## config.mk

```make
export PLATFORM = sky130hd
export DESIGN_NAME = data_demod_rx
export DESIGN_NICKNAME = d
export VERILOG_FILES = /design/src/rtl/data_demod_rx.sv
export SDC_FILE = /design/constraint.sdc
export NUM_CORES = 1
export LEC_CHECK = 0
export CORE_AREA = 2 2 129 106
export CTS_CLUSTER_SIZE = 20
export DETAILED_ROUTE_END_ITERATION = 10
export DIE_AREA = 0 0 131 108
export PLACE_DENSITY = 0.8
export SYNTH_ARGS = -nofsm -noshare
export SYNTH_HDL_FRONTEND = slang
export SYNTH_SLANG_ARGS = --single-unit
```

## constraint.sdc

```tcl
create_clock -name clk -period 2.9 [get_ports clk]
set_clock_uncertainty 0.2 [all_clocks]
set_input_delay 0.58 -clock clk [delete_from_list [all_inputs] [get_ports clk]]
set_output_delay 0.58 -clock clk [all_outputs]
set_load 0.03 [all_outputs]
```

## src/rtl/data_demod_rx.sv

```systemverilog
// Symbol-pair demodulator: rebuilds bytes from {marker, nibble} symbols and
// buffers them in a small circular FIFO drained with rd_en / data_valid.
module data_demod_rx #(
  parameter int DEPTH  = 16,
  parameter int ADDR_W = 4
) (
  input  logic              clk,
  input  logic              reset_n,
  input  logic [4:0]        dmod,
  input  logic              mod_en,
  input  logic              rd_en,
  output logic [7:0]        data_o,
  output logic              data_valid,
  output logic              empty,
  output logic              full,
  output logic [ADDR_W:0]   count,
  output logic              sync_err,
  output logic              overflow
);

  localparam logic [ADDR_W:0] DEPTH_C = (ADDR_W+1)'(DEPTH);

  typedef enum logic {S_HI, S_LO} state_t;

  state_t            state, state_nxt;
  logic [3:0]        hi_nib, hi_nib_nxt;
  logic              push;
  logic [7:0]        push_byte;
  logic              serr_nxt;

  logic [7:0]        mem [DEPTH];
  logic [ADDR_W-1:0] wr_ptr, rd_ptr;
  logic [ADDR_W:0]   cnt;
  logic              pop, push_ok;

  // ---------------- framing FSM ----------------
  always_ff @(posedge clk) begin
    if (!reset_n) begin
      state  <= S_HI;
      hi_nib <= '0;
    end else begin
      state  <= state_nxt;
      hi_nib <= hi_nib_nxt;
    end
  end

  always_comb begin
    state_nxt  = state;
    hi_nib_nxt = hi_nib;
    push       = 1'b0;
    push_byte  = {hi_nib, dmod[3:0]};
    serr_nxt   = 1'b0;
    if (mod_en) begin
      case (state)
        S_HI: begin
          if (dmod[4]) begin
            hi_nib_nxt = dmod[3:0];
            state_nxt  = S_LO;
          end else begin
            serr_nxt = 1'b1;
          end
        end
        S_LO: begin
          if (dmod[4]) begin
            // orphaned high nibble: the new first symbol restarts the byte
            serr_nxt   = 1'b1;
            hi_nib_nxt = dmod[3:0];
          end else begin
            push      = 1'b1;
            state_nxt = S_HI;
          end
        end
        default: state_nxt = S_HI;
      endcase
    end
  end

  // ---------------- FIFO ----------------
  assign pop     = rd_en && (cnt != '0);
  // a same-cycle pop frees the slot the push is about to use
  assign push_ok = push && ((cnt < DEPTH_C) || pop);

  always_ff @(posedge clk) begin
    if (push_ok) mem[wr_ptr] <= push_byte;
  end

  always_ff @(posedge clk) begin
    if (!reset_n) begin
      wr_ptr     <= '0;
      rd_ptr     <= '0;
      cnt        <= '0;
      data_o     <= 8'h00;
      data_valid <= 1'b0;
      sync_err   <= 1'b0;
      overflow   <= 1'b0;
    end else begin
      sync_err   <= serr_nxt;
      data_valid <= pop;
      if (push && !push_ok) overflow <= 1'b1;
      if (push_ok) wr_ptr <= wr_ptr + 1'b1;
      if (pop) begin
        data_o <= mem[rd_ptr];
        rd_ptr <= rd_ptr + 1'b1;
      end
      case ({push_ok, pop})
        2'b10:   cnt <= cnt + 1'b1;
        2'b01:   cnt <= cnt - 1'b1;
        default: cnt <= cnt;
      endcase
    end
  end

  assign count = cnt;
  assign empty = (cnt == '0);
  assign full  = (cnt == DEPTH_C);

endmodule

```

==> impl_results.md <==
* Run status: finished, final reports clean
* Clock Tree Buf Depth at 2
* Post-synth top cells: edfxtp_1 (128), mux2i_1 (67), o22ai_1 (32), dfxtp_1 (29), nand2_1 (19)
* Post-synth EDFFs at roughly 130
* Placer congestion estimate at approximately 0.86
* Post-route DRC at 0
* MaxCap Viol Count at 0
* Async SR Flop Fraction at 0
* WP data required at around 3.0 ns
* Antenna diodes at 0
* Min-delay worst type: flip-flop to flip-flop
* Peak VDD IR at 0.000450 V
* I/O pins at 27
* Largest net degree at the start of global routing at 36
* Most frequent cell after synthesis: edfxtp_1
* Gr ovfl total at 0
* Leakage power at 0.00241 uW
* Fin crit share at 0.932
* Sequential-to-total area share from yosys stat at 0.703
* Cell Area, Synth at between 6000 and 7000 um^2
* GRT Total Usage at 0.200
* Netlist cell types at 35
* Placement Rows at 37
* Initial antenna violation count at 0
* CTS tree: done
* Fmax at between 0.3 and 0.4 GHz
* Vias in the first global route at ~3700
* Layout Nets at just under 500
* DR vias/cell at approximately 5.6
* Crit path arrival time at between 2 and 3 ns
* Initial Util at 0.494
* Final Hold Violating Endpoints at 0
* Fin. max-slew vios at 0
* Yosys warns at 0
* First-pass GRT wire length at around 20 mm
* Critical path type: flip-flop to flip-flop
* Fin Setup TNS at 0 ns
* Final setup violation count at 0
* Area of the multi-input gates at 1730 um^2
* Post-DRT Antenna Nets at 0
* PwrDens at about 640 nW/um^2
* Placed cell count at 629
* Crit end category: flip-flop
* WL/cell at about 20 um
* Dominant cell type by area after synthesis: edfxtp_1
* Hold wc startpoint: overflow
* CTS Root Cell: clkbuf_16
* Post-Syn Instances at 420
* Buffers on Ports at 26
* Total CTS buffers at 17
* Post-route insts no fill at approximately 660
* Area taken by flip-flops and latches at 4440 um^2
* Post-synthesis average cell area at ~15 um^2
* Crit path launch type: flip-flop
* Final min period at 2.70 ns
* Vias at between 3000 and 4000
* Fillers at ~980
* Syn-to-layout area delta at 18.6%
* Primary FF master, synth: edfxtp_1
* Skew-Pair Late Insertion Delay at about 0.42 ns
* Post-layout util at 0.586
* Unrepaired setup endpoints after global routing: no
* Worst R2R Start: count[1]
* DRT Pass-1 Iters at 5
* Worst Tran Pin Value at 0.756 ns
* Clock net sink count at 157
* Synth top area cells: edfxtp_1 (61%), mux2i_1 (11%), dfxtp_1 (9.2%)
* Core area at ~13000 um^2
* Top fanout value on the critical path at 5
* Die width at between 100 and 150 um
* Initial DRC count at 465
* Synth Net Count at 440
* Register bit total from synthesis at 157
* Reg clk slew, reported paths at 0.06 ns
* Share of the synthesized area in the top cell type at 0.611
* Max transition margin at 0.495
* Final HPWL DP at 8.28 mm
* Layout cell share with drive strength beyond 1 at 0.144
* Hold bufs inserted after CTS at 0
* Total Wirelength at ~13 mm
* H-tree levels at 4
* Worst setup startpoint: count[1]
* Die height at 108 um
* Die area at approximately 14000 um^2
## layer usage
layer	share of wire	routed length [um]	global-route usage
met1	0.43	5570	0.279
met2	0.47	6090	0.307
met3	0.085	1100	0.0520
met4	0.016	211	0.0676
met5	0	0	0
## flip-flops by register name (all words and copies together) (netlist names)
register	cells
count	5
data_o	8
data_valid	1
hi_nib	4
mem	128
overflow	1
rd_ptr	4
state	1
sync_err	1
wr_ptr	4
## path summary, 6_finish.rpt
| kind | endpoint | slack, ns | depth (start not counted) |
|---|---|---|---|
| worst min register to register | overflow | 0.27 | 1 |
| worst min-delay path | overflow | 0.27 | 1 |
| worst max register to register | count[4] | 0.20 | 9 |
| worst max-delay path | count[4] | 0.20 | 9 |
## metrics by stage
| stage | area [um^2] | power, uW | setup WS [ns] | hold slack [ns] |
|---|---|---|---|---|
| after floorplan | 6330 | 2670 | -0.0397 | 0.260 |
| after global placement | 6920 | 2770 | -0.253 | 0.255 |
| after detailed placement | 6920 | 2780 | -0.322 | 0.259 |
| after CTS | 7450 | 4780 | 0.0137 | 0.273 |
| after global routing | 7460 | 4910 | 0.0861 | 0.277 |
| final | 7460 | 4750 | 0.198 | 0.266 |
## layout by cell type (no fill, tap or decap), types with 2 or more instances in the layout
cell	instances
clkdlybuf4s50_1	23
clkbuf_16	17
nand2b_1	4
dlymetal6s2s_1	2
clkbuf_1	5
nor2_1	17
nand3b_1	3
clkinv_2	6
xnor2_1	6
inv_1	8
dfxtp_1	25
nand2_1	19
nand3_1	6
clkinvlp_4	2
nor2b_1	4
mux2i_1	67
buf_4	29
a21boi_0	5
a21oi_1	10
nand4_1	2
nor4_1	8
o21ai_0	11
and2_1	11
nor3_1	4
ha_4	2
ha_1	8
xor2_1	3
dfxtp_4	3
edfxtp_1	128
o22ai_1	32
## final cells by class
type / instances / area share
clock buffers: 23 / 0.0614
clock inverters: 9 / 0.0101
inverters: 9 / 0.00453
multi-input cells: 232 / 0.233
flip-flops and latches: 157 / 0.595
well taps: 175 / 0.0294
repair buffers: 56 / 0.0673
## critical path, cell delays in order (launching register included)
cell     delay (ns)
dfxtp_4        0.36
or4_4          0.55
o21a_4         0.24
ha_4           0.18
ha_4           0.21
nor2b_1        0.12
o21ai_1        0.15
a21oi_1        0.08
or3b_4         0.37
mux2i_1        0.12
## timing repair
action                     4_1_cts  5_1_grt
gates resized for setup          1        2
pin swaps                        0        3
setup endpoints to repair        1        2
buffers inserted                 0        0
## power by group
part	switching, uW	internal [uW]
sequential	34.3	2460
combinational	141	105
clock	821	1190
## cell families (layout without fill, tap and decap cells)
group           count (synthesis)  count (layout)  share of synthesized area
flops                         157             157                      0.703
simple gates                   83              83                     0.0684
mux                            67              67                      0.107
compound gates                 62              62                     0.0603
buf+inv                        31              97                     0.0257
fa+ha+maj                      11              11                     0.0231
xor+xnor                        9               9                     0.0125
No activity file was read; power rests on OpenSTA's default activity.
